**config.mk**
```make
export PLATFORM = sky130hd
export DESIGN_NAME = src_control_unit
export DESIGN_NICKNAME = d
export VERILOG_FILES = /design/src/rtl/src_control_unit.sv
export SDC_FILE = /design/constraint.sdc
export NUM_CORES = 1
export LEC_CHECK = 0
export BUFFER_PORTS_ARGS = -buffer_cell sky130_fd_sc_hd__buf_4
export CORE_MARGIN = 3
export CORE_UTILIZATION = 47
export CTS_BUF_LIST = sky130_fd_sc_hd__clkbuf_8
export DETAILED_ROUTE_END_ITERATION = 12
export GPL_ROUTABILITY_DRIVEN = 0
export PLACE_DENSITY = 0.88
export SYNTH_ARGS = -nofsm -noshare
export SYNTH_HDL_FRONTEND = slang
export SYNTH_SLANG_ARGS = --single-unit
```
**constraint.sdc**
```tcl
create_clock -name clock -period 2.9 [get_ports clock]
set_clock_uncertainty 0.2 [all_clocks]
set_input_delay 0.435 -clock clock [delete_from_list [all_inputs] [get_ports clock]]
set_output_delay 0.435 -clock clock [all_outputs]
set_load 0.03 [all_outputs]
```
**src/rtl/src_control_unit.sv**
```systemverilog
// Hardwired control sequencer for the Mini SRC bus datapath: fetch (T0-T2)
// and register-register ALU execute (T3-T6), with run/stop/halt and a retire counter.
module src_control_unit #(
  parameter int CNT_W = 16,
  parameter int NREG  = 16
) (
  input  logic             clock,
  input  logic             clear,
  input  logic             start,
  input  logic             stop,
  input  logic             mem_ready,
  input  logic [31:0]      ir,
  output logic             PCout,
  output logic             Zlowout,
  output logic             Zhighout,
  output logic             MDRout,
  output logic             MARin,
  output logic             Zin,
  output logic             PCin,
  output logic             MDRin,
  output logic             IRin,
  output logic             Yin,
  output logic             HIin,
  output logic             LOin,
  output logic             IncPC,
  output logic             Read,
  output logic [NREG-1:0]  R_in,
  output logic [NREG-1:0]  R_out,
  output logic [3:0]       alu_op,
  output logic             running,
  output logic             halted,
  output logic             illegal_op,
  output logic [2:0]       step,
  output logic [CNT_W-1:0] instr_count
);

  typedef enum logic [3:0] {
    S_IDLE, S_T0, S_T1, S_T2, S_T3, S_T4, S_T5, S_T6, S_HALT
  } state_t;

  state_t state, state_nxt;
  logic   pc_loaded;

  logic [4:0] opcode;
  logic [3:0] ra, rb, rc;
  logic       is_halt, is_legal, is_muldiv, is_unary, retire;
  logic       unused_ir;

  assign opcode    = ir[31:27];
  assign ra        = ir[26:23];
  assign rb        = ir[22:19];
  assign rc        = ir[18:15];
  assign unused_ir = ^ir[14:0];

  assign is_halt   = (opcode == 5'd31);
  assign is_legal  = (opcode <= 5'd11);
  assign is_muldiv = (opcode == 5'd8) || (opcode == 5'd9);
  assign is_unary  = (opcode == 5'd10) || (opcode == 5'd11);
  assign retire    = ((state == S_T5) && !is_muldiv) || (state == S_T6);

  function automatic logic [NREG-1:0] reg_sel(input logic [3:0] idx);
    reg_sel = {{(NREG-1){1'b0}}, 1'b1} << idx;
  endfunction

  always_ff @(posedge clock) begin
    if (clear) begin
      state       <= S_IDLE;
      pc_loaded   <= 1'b0;
      instr_count <= '0;
      illegal_op  <= 1'b0;
    end else begin
      state     <= state_nxt;
      // PC is loaded only on the first T1 cycle even when T1 stretches for memory
      pc_loaded <= (state == S_T1);
      if (retire)
        instr_count <= instr_count + CNT_W'(1);
      if ((state == S_T3) && !is_halt && !is_legal)
        illegal_op <= 1'b1;
    end
  end

  always_comb begin
    state_nxt = state;
    case (state)
      S_IDLE: if (start) state_nxt = S_T0;
      S_T0:   state_nxt = S_T1;
      S_T1:   if (mem_ready) state_nxt = S_T2;
      S_T2:   state_nxt = S_T3;
      S_T3:   state_nxt = (is_halt || !is_legal) ? S_HALT : S_T4;
      S_T4:   state_nxt = S_T5;
      S_T5:   state_nxt = is_muldiv ? S_T6 : (stop ? S_IDLE : S_T0);
      S_T6:   state_nxt = stop ? S_IDLE : S_T0;
      S_HALT: state_nxt = S_HALT;
      default: state_nxt = S_IDLE;
    endcase
  end

  always_comb begin
    PCout = 1'b0; Zlowout = 1'b0; Zhighout = 1'b0; MDRout = 1'b0;
    MARin = 1'b0; Zin = 1'b0; PCin = 1'b0; MDRin = 1'b0; IRin = 1'b0;
    Yin = 1'b0; HIin = 1'b0; LOin = 1'b0; IncPC = 1'b0; Read = 1'b0;
    R_in = '0; R_out = '0; alu_op = 4'd0; step = 3'd0;
    running = 1'b0; halted = 1'b0;
    case (state)
      S_T0: begin
        running = 1'b1; step = 3'd0;
        PCout = 1'b1; MARin = 1'b1; IncPC = 1'b1; Zin = 1'b1;
      end
      S_T1: begin
        running = 1'b1; step = 3'd1;
        Zlowout = 1'b1; Read = 1'b1;
        PCin = !pc_loaded; MDRin = mem_ready;
      end
      S_T2: begin
        running = 1'b1; step = 3'd2;
        MDRout = 1'b1; IRin = 1'b1;
      end
      S_T3: begin
        running = 1'b1; step = 3'd3;
        if (is_legal) begin
          R_out = reg_sel(rb); Yin = 1'b1;
        end
      end
      S_T4: begin
        running = 1'b1; step = 3'd4;
        alu_op = opcode[3:0]; Zin = 1'b1;
        R_out = is_unary ? reg_sel(rb) : reg_sel(rc);
      end
      S_T5: begin
        running = 1'b1; step = 3'd5;
        Zlowout = 1'b1;
        if (is_muldiv) LOin = 1'b1;
        else           R_in = reg_sel(ra);
      end
      S_T6: begin
        running = 1'b1; step = 3'd6;
        Zhighout = 1'b1; HIin = 1'b1;
      end
      S_HALT: halted = 1'b1;
      default: ;
    endcase
  end

endmodule

```
==> results of run 1 <==
==> critical path, cell delays in order <==
cell     delay, ns
buf_4         0.13
a21o_1        0.22
or4_1         0.50
or3_1         0.38
o32ai_1       0.17
buf_4         0.22
==> registers in the layout, indices dropped and copies added, names as in the netlist <==
register,flops
pc_loaded,1
illegal_op,1
instr_count,16
state,4
==> report_power, final <==
part / switching [mW] / internal [mW] / total (mW)
registers: 0.00792 / 0.309 / 0.317
logic: 0.150 / 0.0911 / 0.241
clock network: 0.0896 / 0.0924 / 0.182
total: 0.247 / 0.492 / 0.739
==> worst min-delay path by stage <==
| stage | from | to | slack (ns) | cells past startpoint |
|---|---|---|---|---|
| floorplan | state[3] | state[1] | 0.37 | 2 |
| global placement | illegal_op | illegal_op | 0.25 | 2 |
| detailed placement | illegal_op | illegal_op | 0.26 | 2 |
| CTS | illegal_op | illegal_op | 0.28 | 2 |
| global route | instr_count[15] | instr_count[15] | 0.31 | 2 |
| finish | illegal_op | illegal_op | 0.28 | 2 |
==> stage by stage <==
step           hold slack (ns)  instances
5_1_grt                  0.309        353
4_1_cts                  0.282        353
3_5_place_dp             0.265        350
2_1_floorplan            0.367        228
3_3_place_gp             0.254        350
6_report                 0.277        353
==> Yosys cell counts, drive strengths merged (5+ instances only) <==
cell	instances	share of area, %
nor2	34	7.7
dfxtp	22	27
a21oi	15	4.5
buf	15	5.4
nand2	13	2.9
o22ai	12	4.5
nor3	11	3.3
o31ai	9	4.1
nand2b	8	3.0
or4	8	3.6
o21ai	7	2.3
and2	6	2.3
nand3	6	1.8
nor4	6	2.3
or3	6	2.3
clkbuf	5	1.1
o211ai	5	2.6
xor2	5	2.6
==> cell type report <==
| class | count | area [um^2] | share of cell area (%) |
|---|---|---|---|
| Timing Repair Buffer | 98 | 736 | 30.9 |
| Multi-Input combinational cell | 184 | 1100 | 46.3 |
| Sequential cell | 22 | 440 | 18.5 |
| Tap cell | 44 | 55.1 | 2.31 |
| Clock buffer | 3 | 41.3 | 1.73 |
| Inverter | 2 | 7.51 | 0.315 |
==> cell families (layout without fill, tap and decap cells) <==
| kind of cell | count (synthesis) | after routing | share of synthesized area, % |
|---|---|---|---|
| AO/OA/AOI/OAI | 59 | 59 | 23.4 |
| XOR/XNOR | 5 | 5 | 2.64 |
| adder cells (fa/ha/maj) | 1 | 1 | 0.753 |
| buffers and inverters | 22 | 103 | 7.01 |
| flip-flops | 22 | 22 | 26.5 |
| multiplexers | 1 | 1 | 0.603 |
| AND/OR/NAND/NOR | 118 | 118 | 39.0 |
==> routing by layer <==
metal	wire, um	track usage (%)
met1	2090	27.7
met2	2260	39.1
met3	399	4.96
met4	28	3.89
met5	0	0
==> reports/results.txt, run 1 <==
status -> finished clean
total clock sinks -> 22
most common cell after layout, fill and taps aside -> buf_4
clk root buf -> clkbuf_8
Peak VDD IR -> 0.270 mV
Hold Crit Class -> register to register
DP Area -> 2340 um^2
final routed DRC violation total -> 0
Post-CTS Setup Inserts -> 0
#FFs+latches synth -> 22
diodes inserted -> 0
total wire length -> 4770 um
post-route cell area -> 2380 um^2
CP Class -> primary input to output port
actual transition at the worst max-transition pin -> 0.544 ns
maximum clock frequency -> 371 MHz
core area -> 3200 um^2
grt ovf -> 0
Final Cycle Share -> 93.0%
CP startpoint kind -> primary input
Clock Latency Late Sink -> 0.25 ns
Die Ht -> 65.4 um
Max Root-Sink Buffers -> 2
layout cells sized above 1 -> 35.0%
register area share after synthesis -> 26.5%
Worst R2R End -> instr_count[13]
Syn Nets -> 266
Avg Cell Area, Syn -> 7.28 um^2
Yosys warning count -> 0
first-pass iteration count of the detailed router -> 4
crit path DAT -> 2.06 ns
PnR worst setup slack -> 0.202 ns
pwr/cell area -> 310 nW/um^2
leak pwr -> 1.02 nW
R2R cell count -> 5
Synth async-reset ratio -> 0%
CTS Hold Bufs -> 0
WL per Instance -> 13.5 um
final core utilization -> 74.4%
vias per std cell -> 5.65
crit-path max FO -> 7
Main synth FF type -> dfxtp_1
worst endpoint required time -> 2.27 ns
min Tclk post-route -> 2.70 ns
max cap viols -> 0
Total GRT Usage -> 22.1%
sum of negative setup slack -> 0 ns
EDFF count, synth -> 0
Top Ports -> 109
worst rel slew slack -> 63.6%
crit path from -> ir[30]
die area -> 4280 um^2
power after layout -> 739 uW
Initial DRC Count -> 198
NumNets Final -> 349
pre-CTS WS -> 0.211 ns
Cell Area, Synth -> 1660 um^2
CTS H-tree lvls -> 1
Reg clk slew, reported paths -> 0.07 ns
Routed Antenna Nets -> 0
synthesis-to-finish area growth -> 43.6%
Worst R2R Start -> state[3]
CTS resizes -> 0
Worst Setup End Kind -> output port
Final Hold Viols -> 0
PortBufs -> 93
row count -> 20
Unique masters post-synth -> 48
hpwl dp -> 3680 um
Max Slew Vio Count -> 0
largest net degree at the start of global routing -> 21
filler cell count -> 264
Initial Utilization -> 51.8%
total CTS buffers -> 3
CTS tree -> yes
routed via count -> 1,995
Worst Setup EP -> R_out[2]
unrepaired setup endpoints after global routing -> no
r2r setup slk -> 0.69 ns
Die Width -> 65.4 um
first-pass GRT wire length -> 7860 um
cells after synthesis -> 228
most frequent cells in the layout -> buf_4 (98), nor2_1 (34), dfxtp_1 (22)
vias in the first global route -> 1,812
initial antenna violation count -> 0
Setup-failing EPs final -> 0
No activity file was read; power rests on OpenSTA's default activity.
==> run 2, diff against run 1 <==
--- a/config.mk
+++ b/config.mk
@@ -6,6 +6,7 @@
 export NUM_CORES = 1
 export LEC_CHECK = 0
 export BUFFER_PORTS_ARGS = -buffer_cell sky130_fd_sc_hd__buf_4
+export CORE_ASPECT_RATIO = 0.7
 export CORE_MARGIN = 3
 export CORE_UTILIZATION = 47
 export CTS_BUF_LIST = sky130_fd_sc_hd__clkbuf_8
==> reports/results.txt, run 2 (synthesis gave the netlist of run 1 again) <==
status -> finished clean
actual transition at the worst max-transition pin -> 0.508 ns
Die Ht -> 55.7 um
CTS tree -> yes
filler cell count -> 275
min Tclk post-route -> 2.76 ns
grt ovf -> 0
Die Width -> 77.0 um
worst rel slew slack -> 66.0%
row count -> 17
total wire length -> 5020 um
first-pass iteration count of the detailed router -> 5
max cap viols -> 0
crit path DAT -> 2.13 ns
Top Ports -> 109
CP Class -> register to output port
final non-filler cell total -> 356
Reg clk slew, reported paths -> 0.07 ns
initial antenna violation count -> 0
Final Cycle Share -> 95.3%
Worst Setup End Kind -> output port
buffers plus inverters on the worst setup path -> 1
slowest cell on the critical path -> or4_1
Initial Utilization -> 51.0%
CP startpoint kind -> register
largest net degree at the start of global routing -> 21
leak pwr -> 1.02 nW
CTS H-tree lvls -> 1
Critical Path, Cell by Cell -> a21boi_1 > or4_1 > or4_1 > o31ai_1 > buf_4
worst endpoint required time -> 2.27 ns
most frequent cells in the layout -> buf_4 (98), nor2_1 (34), dfxtp_1 (21)
Final Hold Viols -> 0
crit-path max FO -> 10
synthesis-to-finish area growth -> 43.9%
max reg flops -> 16
pwr/cell area -> 311 nW/um^2
maximum clock frequency -> 362 MHz
Peak VDD IR -> 0.264 mV
# placed instances -> 353
Routed Antenna Nets -> 0
Hold Crit Class -> register to register
Max Root-Sink Buffers -> 2
largest registers -> instr_count (16), state (4)
WL per Instance -> 14.1 um
first-pass GRT wire length -> 8090 um
core area -> 3250 um^2
diodes inserted -> 0
Initial DRC Count -> 153
total clock sinks -> 22
final routed DRC violation total -> 0
routed via count -> 2,018
Top reg by flops -> instr_count
most common cell after layout, fill and taps aside -> buf_4
layout cells sized above 1 -> 35.3%
hpwl dp -> 3880 um
total CTS buffers -> 3
vias per std cell -> 5.67
clk root buf -> clkbuf_8
max incr delay on CP -> 0.52 ns
Clock Latency Late Sink -> 0.26 ns
NumNets Final -> 349
CP delay by family, top -> simple AND/OR/NAND/NOR gates
Worst path most repeated cell -> or4_1
vias in the first global route -> 1,649
die area -> 4290 um^2
Max Slew Vio Count -> 0
sum of negative setup slack -> 0 ns
unrepaired setup endpoints after global routing -> no
WHS -> 0.279 ns
Setup-failing EPs final -> 0
Total GRT Usage -> 22.5%
PortBufs -> 93
==> run 2: per-layer routing <==
metal | share of wire (%) | GRT usage (%) | up-vias | wire (um)
met3 | 6.5 | 4.85 | 4 | 328
li1 | - | - | 1018 | -
met4 | 0.56 | 3.81 | 0 | 28
met1 | 48 | 33.2 | 917 | 2420
met2 | 45 | 33.7 | 79 | 2240
met5 | 0 | 0 | - | 0
==> run 2: worst paths after layout <==
check / cells past startpoint / from / slack (ns) / to
max: 5 / state[0] / 0.14 / R_out[3]
min: 2 / illegal_op / 0.28 / illegal_op
max reg2reg: 5 / state[2] / 0.70 / instr_count[13]
min reg2reg: 2 / illegal_op / 0.28 / illegal_op
==> run 2: power by group <==
part | internal [mW] | switching [mW] | total (mW) | leakage, nW
clock network | 0.0926 | 0.0909 | 0.184 | 0.0216
registers | 0.309 | 0.0128 | 0.322 | 0.178
logic | 0.0911 | 0.147 | 0.238 | 0.819
total | 0.493 | 0.251 | 0.744 | 1.02
==> run 2: timing repair <==
| item | 4_1_cts | 5_1_grt |
|---|---|---|
| setup endpoints to repair | 0 | 4 |
| hold buffers | 0 | 0 |
| gates resized for setup | 0 | 1 |
| setup buffers | 0 | 0 |
==> run 2: per-stage QoR <==
stage | setup slack (ns) | cell area (um^2) | util (%) | power, mW
floorplan | 0.307 | 1660 | - | 0.479
global placement | 0.229 | 2350 | 72.1 | 0.561
detailed placement | 0.205 | 2350 | 72.1 | 0.564
CTS | 0.0822 | 2390 | 73.4 | 0.747
global route | 0.0282 | 2390 | 73.4 | 0.783
finish | 0.136 | 2390 | 73.4 | 0.744
==> run 2: layout make-up <==
type                       count  area, um^2  share of cell area [%]
sequential                    22         442                    18.5
inverter                       2        7.51                   0.314
tap                           47        58.8                    2.46
timing repair buffer          98         736                    30.8
clock buffer                   3        41.3                    1.73
multi-input combinational    184        1100                    46.2
==> run 2: worst min-delay path: cells and delay by family, from the launching register on <==
| kind | cells | cell delay (ns) |
|---|---|---|
| compound gates | 1 | 0.04 |
| simple gates | 1 | 0.07 |
| flops | 1 | 0.33 |
==> run 3, diff against run 2 <==
--- a/config.mk
+++ b/config.mk
@@ -12,7 +12,8 @@
 export CTS_BUF_LIST = sky130_fd_sc_hd__clkbuf_8
 export DETAILED_ROUTE_END_ITERATION = 12
 export GPL_ROUTABILITY_DRIVEN = 0
-export PLACE_DENSITY = 0.88
+export GPL_TIMING_DRIVEN = 0
+export PLACE_DENSITY = 0.87
 export SYNTH_ARGS = -nofsm -noshare
 export SYNTH_HDL_FRONTEND = slang
 export SYNTH_SLANG_ARGS = --single-unit
==> reports/results.txt, run 3 (synthesis gave the netlist of run 1 again) <==
r2r setup slk -> 0.90 ns
Setup-failing EPs final -> 0
Worst Setup End Kind -> output port
slowest cell on the critical path -> or3b_1
Clock Latency Late Sink -> 0.26 ns
worst hold start -> clear
Max Root-Sink Buffers -> 2
most common cell after layout, fill and taps aside -> buf_4
power after layout -> 799 uW
filler cell count -> 260
Initial DRC Count -> 142
max cap viols -> 0
CTS tree -> yes
WL per Instance -> 14.4 um
status -> finished clean
Top reg by flops -> instr_count
max reg flops -> 16
Die Ht -> 55.7 um
Reg clk slew, reported paths -> 0.08 ns
max incr delay on CP -> 0.44 ns
Die Width -> 77.0 um
Worst R2R End -> instr_count[15]
CP startpoint kind -> register
Worst R2R Start -> instr_count[3]
core area -> 3250 um^2
Initial Utilization -> 51.0%
total CTS buffers -> 3
vias per std cell -> 5.70
Final Hold Viols -> 0
actual transition at the worst max-transition pin -> 0.458 ns
grt ovf -> 0
final routed DRC violation total -> 0
Post-CTS Setup Inserts -> 0
crit path DAT -> 2.16 ns
synthesis-to-finish area growth -> 49.7%
first-pass GRT wire length -> 8720 um
layout cells sized above 1 -> 36.3%
leak pwr -> 1.07 nW
CTS Hold Bufs -> 0
CTS H-tree lvls -> 1
Routed Antenna Nets -> 0
CP delay by family, top -> simple AND/OR/NAND/NOR gates
routed via count -> 2,121
Peak VDD IR -> 0.416 mV
diodes inserted -> 0
hold path cells -> 4
Hold Crit Class -> primary input to register
final non-filler cell total -> 372
clk root buf -> clkbuf_8
initial antenna violation count -> 0
worst rel slew slack -> 69.5%
crit-path max FO -> 10
PortBufs -> 93
Final Cycle Share -> 96.4%
Max Slew Vio Count -> 0
die area -> 4290 um^2
total clock sinks -> 22
hpwl dp -> 4230 um
first-pass iteration count of the detailed router -> 4
total wire length -> 5370 um
buffers plus inverters on the worst setup path -> 2
# placed instances -> 368
Worst Hold End -> state[2]
Total GRT Usage -> 24.2%
min Tclk post-route -> 2.80 ns
pwr/cell area -> 321 nW/um^2
vias in the first global route -> 1,844
most frequent cells in the layout -> buf_4 (99), nor2_1 (34), dfxtp_1 (22)
Top Ports -> 109
maximum clock frequency -> 358 MHz
largest net degree at the start of global routing -> 13
Critical Path, Cell by Cell -> buf_2 > and4bb_1 > o31a_2 > or3b_1 > o22ai_1 > buf_4
CP Class -> register to output port
sum of negative setup slack -> 0 ns
largest registers -> instr_count (16), state (4)
worst endpoint required time -> 2.27 ns
row count -> 17
R2R cell count -> 5
unrepaired setup endpoints after global routing -> no
NumNets Final -> 364
## run 3: cell type report
| cell class | count | area, um^2 | area share (%) |
|---|---|---|---|
| plain buffers | 20 | 115 | 4.63 |
| clock buffers | 4 | 55.1 | 2.21 |
| inverters | 2 | 7.51 | 0.302 |
| multi-input cells | 184 | 1110 | 44.7 |
| flip-flops and latches | 22 | 440 | 17.7 |
| well taps | 47 | 58.8 | 2.37 |
| repair buffers | 93 | 698 | 28.1 |
## run 3: layer usage
layer	wire length (um)	vias to the layer above	GRT usage, %
li1	-	1053	-
met1	2500	981	33.8
met2	2480	81	38.2
met3	362	6	4.69
met4	38	0	6.09
met5	0	-	0
## run 3: worst reg2reg max path: stages (launching register included)
cell	delay, ns
dfxtp_1	0.42
and3_1	0.23
nand4_1	0.20
buf_2	0.24
or4_1	0.47
a21oi_1	0.16
## run 3: through the flow
stage	area (um^2)	util, %	setup slack, ns	hold WS (ns)
after floorplan	1660	-	0.307	0.367
after global placement	2420	74.3	0.223	0.256
after detailed placement	2420	74.3	0.232	0.268
after CTS	2470	76.0	0.124	0.247
after global routing	2490	76.4	0.0145	0.269
final	2490	76.4	0.104	0.257
## run 3: timing repair
item,in CTS,in global routing
endpoints found under the hold margin,0,0
endpoints found under the setup margin,0,3
resized for setup,0,3
## run 3: worst max path at each step
stage / slack [ns] / endpoint / start / cells past startpoint
final: 0.10 / R_out[0] / state[3] / 6
after global routing: 0.01 / R_out[3] / state[2] / 7
after detailed placement: 0.23 / R_out[3] / ir[30] / 6
after global placement: 0.22 / R_out[3] / ir[30] / 6
after CTS: 0.12 / R_out[0] / state[0] / 6
after floorplan: 0.31 / R_out[0] / ir[30] / 4
## run 3: where the power goes
part | internal (mW) | switching [mW]
clock network | 0.121 | 0.101
logic | 0.100 | 0.166
registers | 0.308 | 0.00238
total | 0.530 | 0.269
